$ cat src/rtl/key_encoder_pkg.sv
// ---------------------------------------------------------------------------
// key_encoder_pkg
// Shared types and constants for the calculator keypad encoder and any
// future keypad scanners that reuse the one-hot encoder.
//   keycode_t  : 4-bit encoded key value
//   NUM_KEYS   : number of raw button lines (digits 0-9, add, sub, enter)
//   KEY_*      : named codes for the non-digit keys and the multi-press code
// ---------------------------------------------------------------------------
package key_encoder_pkg;

    typedef logic [3:0] keycode_t;

    localparam int       NUM_KEYS  = 13;

    localparam keycode_t KEY_ADD   = 4'hA;
    localparam keycode_t KEY_SUB   = 4'hB;
    localparam keycode_t KEY_ENTER = 4'hC;
    localparam keycode_t KEY_MULTI = 4'hF;

    // Code reported after reset, before any key has ever been seen.
    localparam keycode_t KEY_RESET = 4'h0;

    // True when more than one bit of the key vector is set. Clearing the
    // lowest set bit leaves something behind only if a second bit exists.
    function automatic logic more_than_one(input logic [NUM_KEYS-1:0] keys);
        logic [NUM_KEYS-1:0] lowest_cleared;
        lowest_cleared = keys & (keys - {{(NUM_KEYS-1){1'b0}}, 1'b1});
        return |lowest_cleared;
    endfunction

endpackage

$ cat src/rtl/key_encoder_onehot.sv
// ---------------------------------------------------------------------------
// keypad_onehot_encode
// Purely combinational encoder from a raw key vector to a 4-bit key code.
// Ports:
//   keys_i : NUM_KEYS-bit key vector, 1 = pressed
//   code   : bit index of the single pressed key, KEY_MULTI if more than one
//            key is pressed, 0 when nothing is pressed
//   any    : at least one key is pressed
//   multi  : two or more keys are pressed
// ---------------------------------------------------------------------------
module keypad_onehot_encode
    import key_encoder_pkg::*;
(
    input  logic [NUM_KEYS-1:0] keys_i,
    output keycode_t            code,
    output logic                any,
    output logic                multi
);

    keycode_t index_d;

    // Index encoder: only meaningful when exactly one bit is set, which is
    // the only case where its result is passed through unmodified.
    always_comb begin
        index_d = '0;
        for (int i = 0; i < NUM_KEYS; i++) begin
            if (keys_i[i]) begin
                index_d = keycode_t'(i);
            end
        end
    end

    assign any   = |keys_i;
    assign multi = more_than_one(keys_i);
    assign code  = multi ? KEY_MULTI : index_d;

endmodule

$ cat src/rtl/key_encoder.sv
// ---------------------------------------------------------------------------
// key_encoder
// Registered encoder for the 13-button calculator keypad. The raw lines are
// sampled once, encoded, and the result registered, giving two clock edges
// of latency from keypad to outputs.
// Ports:
//   clk       : system clock, rising edge
//   nrst      : asynchronous reset, active HIGH despite the name
//   keypad    : raw button lines, bit 0-9 digits, 10 add, 11 sub, 12 enter
//   keycode   : encoded key, holds its last value when no key is pressed
//   keystrobe : high while a key press is being reported (level, not pulse)
// ---------------------------------------------------------------------------
module key_encoder
    import key_encoder_pkg::*;
(
    input  logic                clk,
    input  logic                nrst,
    input  logic [NUM_KEYS-1:0] keypad,
    output keycode_t            keycode,
    output logic                keystrobe
);

    logic [NUM_KEYS-1:0] keypad_q;
    keycode_t            keycode_q;
    keycode_t            keycode_d;
    logic                keystrobe_q;
    logic                keystrobe_d;

    keycode_t            enc_code;
    logic                enc_any;
    logic                enc_multi;

    keypad_onehot_encode u_encode (
        .keys_i (keypad_q),
        .code   (enc_code),
        .any    (enc_any),
        .multi  (enc_multi)
    );

    // Hold the last reported code while idle so downstream logic that looks
    // at keycode after the strobe drops still sees the last key.
    always_comb begin
        keycode_d   = keycode_q;
        keystrobe_d = enc_any;
        if (enc_any) begin
            keycode_d = enc_code;
        end
    end

    // Both pipeline stages share one reset; the reset name is historical,
    // the asserted level is 1.
    always_ff @(posedge clk or posedge nrst) begin
        if (nrst) begin
            keypad_q    <= '0;
            keycode_q   <= KEY_RESET;
            keystrobe_q <= 1'b0;
        end else begin
            keypad_q    <= keypad;
            keycode_q   <= keycode_d;
            keystrobe_q <= keystrobe_d;
        end
    end

    assign keycode   = keycode_q;
    assign keystrobe = keystrobe_q;

endmodule

$ cat config.mk
export PLATFORM = sky130hd
export DESIGN_NAME = key_encoder
export DESIGN_NICKNAME = d
export VERILOG_FILES = /design/src/rtl/key_encoder_pkg.sv /design/src/rtl/key_encoder_onehot.sv /design/src/rtl/key_encoder.sv
export SDC_FILE = /design/constraint.sdc
export NUM_CORES = 1
export LEC_CHECK = 0
export ABC_AREA = 1
export BUFFER_PORTS_ARGS = -buffer_cell sky130_fd_sc_hd__buf_2
export CAP_MARGIN = 10
export CORE_MARGIN = 2
export CORE_UTILIZATION = 51
export CTS_BUF_LIST = sky130_fd_sc_hd__clkbuf_16
export CTS_CLUSTER_SIZE = 25
export DETAILED_ROUTE_END_ITERATION = 10
export HOLD_SLACK_MARGIN = 0.15
export MAX_ROUTING_LAYER = met4
export PLACE_DENSITY_LB_ADDON = 0.08
export SETUP_SLACK_MARGIN = 0.15
export SLEW_MARGIN = 5
export SYNTH_ARGS = -nofsm -noshare
export SYNTH_HDL_FRONTEND = slang
export SYNTH_SLANG_ARGS = --single-unit
$ cat constraint.sdc
create_clock -name clk -period 1.7 [get_ports clk]
set_input_delay 0.085 -clock clk [delete_from_list [all_inputs] [get_ports clk]]
set_output_delay 0.085 -clock clk [all_outputs]
set_load 0.05 [all_outputs]
==> impl_metrics.json, run 1 <==
{
  "yosysSeqAreaShare_pct": 53.02,
  "dieArea_sq_um": 2008,
  "syn_area_per_cell_sq_um": 7.940,
  "vias_per_cell": 4.881,
  "utilization_pct": 77.92,
  "root_buffer": "clkbuf_16",
  "setup_tns_ns": 0,
  "cp_common_cell": "nand2_1",
  "ys_warn_count": 0,
  "drt_first_iter_violations": 17,
  "io_buffer_count": 19,
  "clk_pin_slew_ns": 0.05,
  "ant_nets": 0,
  "end_kind": "register",
  "num_vias": 781,
  "required_ns": 1.82,
  "crit_end": "keycode[2]",
  "crit_chain": "nor2_4 -> nand2_2 -> nor2_2 -> nand2_1 -> nand2_1 -> nand2_1 -> nor2_2 -> nand2_2 -> nor2_4 -> nand3_1",
  "worst_pin_slew_ns": 0.6766,
  "post-route-period-util_pct": 89.74,
  "netlist_area_sq_um": 849.6,
  "power_frac_seq_pct": 45.8,
  "final_layout_size_suffix_gt1_share_pct": 25.69,
  "io_pins": 20,
  "dieHeight_microns": 44.82,
  "row_count": 14,
  "status": "completed",
  "p_comb_share_pct": 10.1,
  "report.final.slew_viol_count": 0,
  "diodes": 0,
  "dp_hpwl_mm": 1.218,
  "grt.total_usage_pct": 21.69,
  "arrival_ns": 1.65,
  "cpPeakStageDelay_ns": 0.43,
  "layout_common_cells": "31 x nand2_1, 19 x buf_2, 17 x inv_1, 17 x dfrtp_1, 14 x dlygate4sd3_1",
  "setup_viol": 0,
  "drtPass1Iterations": 4,
  "vdd_drop_max_mv": 0.6936,
  "gp_congestion": 0.8311,
  "min_period_ns": 1.526,
  "grt_max_degree": 19,
  "critPathLaunch": "keypad_q[1]",
  "p_leak_uw": 0.0005601,
  "htreeDepth": 1,
  "fin_worst_skew_ns": 0.001417,
  "final_area_sq_um": 1201,
  "grt.overflow.total": 0,
  "p_sw_share_pct": 20.88,
  "hp-class": "input port to register",
  "power_switching_uw": 212.9,
  "netlist_instances": 107,
  "postPlaceCellArea_sq_um": 964.7,
  "r2r-end": "keycode[2]",
  "grt_pass1_wl_mm": 3.036,
  "antenna_found_initial": 0,
  "critPathSlowestCell": "dfrtp_2",
  "clock_sinks": 18,
  "powerDensity_nw_per_um2": 848.8,
  "start_util_pct": 55.11,
  "synth_nets": 122,
  "drc_errors": 0,
  "max_freq_mhz": 655.5,
  "grt_pass1_vias": 741,
  "syn2layout_area_growth_pct": 41.38,
  "path_class": "register to register",
  "core_area_sq_um": 1541,
  "max_slew_margin_pct": 54.84,
  "cts_made_buffers": 3,
  "crit_path_max_fanout": 5,
  "clock_latency_ns": 0.24,
  "ys_ff_latch": 18,
  "p_int_uw": 806.7,
  "max_cap_viol_count": 0,
  "cts_tree": "built",
  "fin_nets": 161,
  "final_common_cell": "nand2_1",
  "hold_viol": 0,
  "synth_cell_types": 12,
  "p_clk_share_pct": 44.1,
  "drt-total-wl_mm": 1.938,
  "clock_path_buffers": 2,
  "r2r-start": "keypad_q[1]",
  "critPathLaunchType": "register",
  "wl_per_cell_microns": 12.11,
  "r2r_slack_ns": 0.17,
  "die_w_microns": 44.82,
  "reg2regPathDepth": 10,
  "rsz0062_at_grt": "true"
}
[through the flow]
step	hold WS [ns]	power (uW)	worst slack (ns)	cells
after CTS	0.4759	1019	0.2154	159
final	0.4723	1020	0.1744	160
after global routing	0.4752	1060	0.03320	160
after floorplan	0.02357	516.1	0.3782	107
after global placement	0.1923	542.6	0.2302	142
after detailed placement	0.1943	544.9	0.2341	142
[power groups by stage]
stage | logic (uW) | registers, uW | clock network, uW
CTS | 98.8 | 465 | 455
global placement | 71.6 | 471 | 0
global route | 114 | 469 | 477
detailed placement | 73.2 | 472 | 0
floorplan | 49.0 | 467 | 0
finish | 103 | 467 | 450
[worst min-delay path by stage]
| stage | from | to | slack (ns) | cells after the start |
|---|---|---|---|---|
| finish | keypad[12] | keypad_q[12] | 0.47 | 2 |
| global route | keypad[8] | keypad_q[8] | 0.48 | 2 |
| CTS | keypad[12] | keypad_q[12] | 0.48 | 2 |
| detailed placement | keypad[8] | keypad_q[8] | 0.19 | 1 |
| global placement | nrst | keypad_q[5] | 0.19 | 2 |
| floorplan | nrst | keycode[0] | 0.02 | 1 |
[repair_timing]
action	in CTS	in global routing
resized for setup	0	6
setup buffers	0	1
hold buffers	14	0
hold endpoints to repair	31	0
endpoints found under the setup margin	0	4
[Yosys cell counts]
library cell  number  share of area, %
a21oi_1            4               2.4
dfrtp_1           18                53
inv_1             17               7.5
nand2_1           33                15
nand2_2            1              0.74
nand3_1            5               2.9
nand4_1            1              0.74
nor2_1            12               5.3
nor2_2             5               3.7
nor2_4             3               4.0
o21ai_0            7               4.1
or2_4              1               1.0
[cells by family after synthesis]
family / Yosys count / share of synthesized area, %
flops: 18 / 53.02
simple gates: 61 / 32.99
compound gates: 11 / 6.480
buf+inv: 17 / 7.511
[worst max-delay path, delay by kind of cell, from the launching register on]
kind | cells | cell delay, ns
simple gates | 10 | 0.96
flops | 1 | 0.43
[metal layers]
layer	vias to the layer above	wire length [microns]	share of wire, %	GRT usage, %
met1	351	872	45	27.94
met5	-	0	0	-
met3	6	79	4.1	3.600
met4	0	41	2.1	8.824
li1	400	-	-	-
met2	24	945	49	34.20
[sequential cells by signal (all words and copies together) (netlist names)]
| name | flops |
|---|---|
| keycode | 4 |
| keypad_q | 13 |
| keystrobe | 1 |
[area by class of cell]
type	instances	area, sq um
repair buffers	34	242.7
flip-flops and latches	18	451.7
fillers	111	340.3
well taps	16	20.02
inverters	17	63.81
clock buffers	3	75.07
multi-input cells	72	347.8
Note: power is estimated with default switching activity, not from simulation.
==> inputs of run 2 (changes only) <==
--- a/config.mk
+++ b/config.mk
@@ -8,8 +8,10 @@
 export ABC_AREA = 1
 export BUFFER_PORTS_ARGS = -buffer_cell sky130_fd_sc_hd__buf_2
 export CAP_MARGIN = 10
+export CELL_PAD_IN_SITES_DETAIL_PLACEMENT = 1
+export CELL_PAD_IN_SITES_GLOBAL_PLACEMENT = 1
 export CORE_MARGIN = 2
-export CORE_UTILIZATION = 51
+export CORE_UTILIZATION = 37
 export CTS_BUF_LIST = sky130_fd_sc_hd__clkbuf_16
 export CTS_CLUSTER_SIZE = 25
 export DETAILED_ROUTE_END_ITERATION = 10
==> impl_metrics.json, run 2 (synthesized netlist as in run 1, its figures left out) <==
{
  "status": "completed",
  "p_leak_uw": 0.0005731,
  "io_pins": 20,
  "cp_common_cell": "nand2_1",
  "hold_viol": 0,
  "max_cap_viol_count": 0,
  "path_class": "register to register",
  "row_count": 17,
  "final_area_sq_um": 1261,
  "die_w_microns": 51.92,
  "worst_pin_slew_ns": 0.6776,
  "grt_pass1_wl_mm": 3.739,
  "htreeDepth": 1,
  "grt_max_degree": 19,
  "ant_nets": 0,
  "vias_per_cell": 4.737,
  "clock_latency_ns": 0.25,
  "holdWs_ns": 0.4715,
  "wl_per_cell_microns": 13.32,
  "fin_nets": 164,
  "io_buffer_count": 19,
  "postPlaceCellArea_sq_um": 979.7,
  "root_buffer": "clkbuf_16",
  "antenna_found_initial": 0,
  "path_buf_inv": 0,
  "rsz0062_at_grt": "true",
  "grt.overflow.total": 0,
  "clock_sinks": 18,
  "cts_made_buffers": 3,
  "crit_path_max_fanout": 4,
  "critPathLaunchType": "register",
  "setup_viol": 0,
  "num_vias": 829,
  "end_kind": "register",
  "clk_pin_slew_ns": 0.05,
  "holdCritStartpoint": "keypad[4]",
  "syn2layout_area_growth_pct": 48.45,
  "critPathSlowestCell": "dfrtp_2",
  "max_slew_margin_pct": 54.78,
  "dieArea_sq_um": 2695,
  "final_common_cell": "nand2_1",
  "drc_errors": 0,
  "clock_path_buffers": 2,
  "critPathLaunch": "keypad_q[4]",
  "gp_congestion": 0.8167,
  "post-route-period-util_pct": 98.05,
  "largest_register": "keypad_q",
  "cp_top_family": "simple AND/OR/NAND/NOR gates",
  "drt_first_iter_violations": 7,
  "required_ns": 1.81,
  "drt-total-wl_mm": 2.331,
  "fin_worst_skew_ns": 0.007381,
  "diodes": 0,
  "dp_hpwl_mm": 1.384,
  "crit_chain": "nor2_1 -> nand2_1 -> o21ai_0 -> nand2_1 -> nor2_2 -> nand2_2 -> nor2_4 -> nand3_1",
  "arrival_ns": 1.78,
  "cts_tree": "built",
  "core_area_sq_um": 2191,
  "r2r-start": "keypad_q[4]",
  "drtPass1Iterations": 4,
  "report.final.slew_viol_count": 0,
  "grt.total_usage_pct": 19.45,
  "final_layout_size_suffix_gt1_share_pct": 30.61,
  "dieHeight_microns": 51.92,
  "cpPeakStageDelay_ns": 0.45,
  "max_freq_mhz": 599.9,
  "vdd_drop_max_mv": 0.7291,
  "grt_pass1_vias": 837,
  "hp-class": "input port to register",
  "start_util_pct": 38.78,
  "powerDensity_nw_per_um2": 827.0,
  "layout_common_cells": "31 x nand2_1, 19 x buf_2, 17 x inv_1",
  "min_period_ns": 1.667,
  "largest_reg_flops": 13
}
## run 2: worst register-to-register path, cell delays in order (launching register included)
cell     delay (ns)
dfrtp_2        0.45
nor2_1         0.22
nand2_1        0.09
o21ai_0        0.25
nand2_1        0.12
nor2_2         0.13
nand2_2        0.07
nor2_4         0.12
nand3_1        0.09
## run 2: routing by layer
layer	vias up	track usage (%)	part of all wire [%]	wire, microns
met5	-	-	0	0
met4	0	6.579	4.4	103
met3	11	2.874	3.0	71
met2	23	31.22	50	1156
met1	386	25.23	43	999
li1	409	-	-	-
## run 2: repair_timing
item / in CTS / in global routing
buffers inserted: 2 / 2
endpoints found under the hold margin: 31 / 0
hold buffers: 14 / 0
resized for setup: 1 / 14
pin swaps: 1 / 4
endpoints found under the setup margin: 2 / 4
## run 2: path summary, 6_finish.rpt
kind	end	slack (ns)	cells after the start
hold reg to reg	keycode[3]	0.49	2
hold / removal	keypad_q[4]	0.47	2
max in group asynchronous	keypad_q[1]	0.74	3
setup reg to reg	keycode[1]	0.03	8
setup / recovery	keycode[1]	0.03	8
min in group asynchronous	keypad_q[7]	0.49	3
## run 2: per-stage QoR
stage	util, %	power, uW	setup slack [ns]	instances	TNS [ns]
after floorplan	-	516.1	0.3782	107	0
after global placement	44.72	545.7	0.1981	154	0
after detailed placement	44.72	547.0	0.1862	154	0
after CTS	55.34	1031	0.1526	173	0
after global routing	57.57	1086	-0.09807	175	-0.3400
final	57.57	1043	0.03310	175	0
## run 2: area by class of cell
type,instances,area (sq um)
Clock buffer,3,75.07
Fill cell,275,929.6
Timing Repair Buffer,37,265.3
Multi-Input combinational cell,72,365.4
Sequential cell,18,456.7
Tap cell,28,35.03
Inverter,17,63.81
## run 2: power breakdown
group / switching [uW] / total, uW / internal, uW / leakage, uW
clock: 147 / 456 / 309 / 0.0000370
sequential: 25.4 / 472 / 446 / 0.000190
combinational: 55.3 / 115 / 59.8 / 0.000346
==> inputs of run 3 (changes only) <==
--- a/config.mk
+++ b/config.mk
@@ -17,7 +17,7 @@
 export DETAILED_ROUTE_END_ITERATION = 10
 export HOLD_SLACK_MARGIN = 0.15
 export MAX_ROUTING_LAYER = met4
-export PLACE_DENSITY_LB_ADDON = 0.08
+export PLACE_DENSITY_LB_ADDON = 0.1
 export SETUP_SLACK_MARGIN = 0.15
 export SLEW_MARGIN = 5
 export SYNTH_ARGS = -nofsm -noshare
==> impl_metrics.json, run 3 (synthesized netlist as in run 1, its figures left out) <==
{
  "status": "completed",
  "arrival_ns": 1.77,
  "critPathLaunchType": "register",
  "ant_nets": 0,
  "fill_cells": 278,
  "powerDensity_nw_per_um2": 818.3,
  "min_period_ns": 1.647,
  "grt.total_usage_pct": 19.12,
  "crit_path_max_fanout": 4,
  "register_area_sq_um": 457.9,
  "io_buffer_count": 19,
  "setup_viol": 0,
  "max_freq_mhz": 607.3,
  "place_ws_ns": 0.1772,
  "dieArea_sq_um": 2695,
  "hold_viol": 0,
  "report.final.slew_viol_count": 0,
  "syn2layout_area_growth_pct": 52.14,
  "hp-class": "input port to asynchronous set/reset pin",
  "gp_congestion": 0.8392,
  "drc_errors": 0,
  "grt_max_degree": 19,
  "clock_latency_ns": 0.25,
  "cts_tree": "built",
  "largest_reg_flops": 13,
  "required_ns": 1.82,
  "end_kind": "register",
  "dieHeight_microns": 51.92,
  "p_leak_uw": 0.0005834,
  "wl_per_cell_microns": 14.01,
  "largest_register": "keypad_q",
  "clock_path_buffers": 2,
  "utilization_pct": 58.99,
  "grt.overflow.total": 0,
  "max_cap_viol_count": 0,
  "root_buffer": "clkbuf_16",
  "fin_nets": 166,
  "clk_pin_slew_ns": 0.05,
  "postPlaceCellArea_sq_um": 979.7,
  "layout_common_cells": "32 x nand2_1, 19 x buf_2, 17 x inv_1",
  "grt_pass1_vias": 835,
  "worst_pin_slew_ns": 0.6667,
  "vdd_drop_max_mv": 0.8859,
  "multiInputGateArea_sq_um": 380.4,
  "post-route-period-util_pct": 96.87,
  "drt_first_iter_violations": 4,
  "dp_hpwl_mm": 1.411,
  "path_class": "register to register",
  "start_util_pct": 38.78,
  "num_vias": 826,
  "cts_made_buffers": 3,
  "finalWorstSetupSlack_ns": 0.05325,
  "clock_sinks": 18,
  "max_slew_margin_pct": 55.51,
  "core_area_sq_um": 2191,
  "final_layout_size_suffix_gt1_share_pct": 34.23,
  "vias_per_cell": 4.667,
  "grt_pass1_wl_mm": 3.553,
  "die_w_microns": 51.92,
  "htreeDepth": 1,
  "drtPass1Iterations": 4,
  "rsz0062_at_grt": "true",
  "reg2regPathDepth": 6,
  "antenna_found_initial": 0,
  "final_common_cell": "nand2_1",
  "fin_worst_skew_ns": 0.002913,
  "final_area_sq_um": 1292,
  "drt-total-wl_mm": 2.479,
  "row_count": 17,
  "diodes": 0,
  "io_pins": 20
}
==> run 3: timing repair <==
action | in CTS | in global routing
buffers inserted | 0 | 6
setup endpoints to repair | 0 | 4
hold buffers | 14 | 0
hold endpoints to repair | 31 | 0
resized for setup | 0 | 19
==> run 3: report_power, final <==
| part | switching [uW] | internal (uW) |
|---|---|---|
| registers | 27.8 | 447 |
| logic | 57.8 | 62.2 |
| clock network | 153 | 310 |
==> run 3: path summary, 6_finish.rpt <==
path | startpoint | to | slack [ns]
setup / recovery | keypad_q[5] | keycode[0] | 0.05
hold / removal | nrst | keypad_q[8] | 0.47
setup reg to reg | keypad_q[5] | keycode[0] | 0.05
hold reg to reg | keycode[3] | keycode[3] | 0.49
max in group asynchronous | nrst | keypad_q[1] | 0.76
min in group clk | keypad[4] | keypad_q[4] | 0.47
==> run 3: routing by layer <==
| layer | vias to the layer above | global-route usage, % | wire length, microns |
|---|---|---|---|
| li1 | 412 | - | - |
| met1 | 389 | 24.11 | 1099 |
| met2 | 19 | 28.69 | 1212 |
| met3 | 6 | 4.885 | 107 |
| met4 | 0 | 9.211 | 59 |
| met5 | - | - | 0 |
==> run 3: stage by stage <==
stage / setup TNS [ns] / power [uW] / hold slack (ns) / std cells
5_1_grt: -0.01414 / 1101 / 0.4711 / 177
3_5_place_dp: 0 / 547.6 / 0.1943 / 154
2_1_floorplan: 0 / 516.1 / 0.02357 / 107
3_3_place_gp: 0 / 545.6 / 0.1922 / 154
4_1_cts: 0 / 1033 / 0.4635 / 171
6_report: 0 / 1058 / 0.4710 / 177
==> run 3: worst max-delay path, stage by stage (launching register included) <==
cell and delay (ns):
dfrtp_2 0.46, nor2_4 0.19, nand4_1 0.14, o21ai_0 0.29
o21ai_1 0.17, nor2_4 0.17, nand3_1 0.09
==> run 3: cell type report <==
class	instances	area share [%]
well taps	28	2.711
multi-input cells	72	29.43
flip-flops and latches	18	35.43
inverters	17	4.937
repair buffers	39	21.68
clock buffers	3	5.808
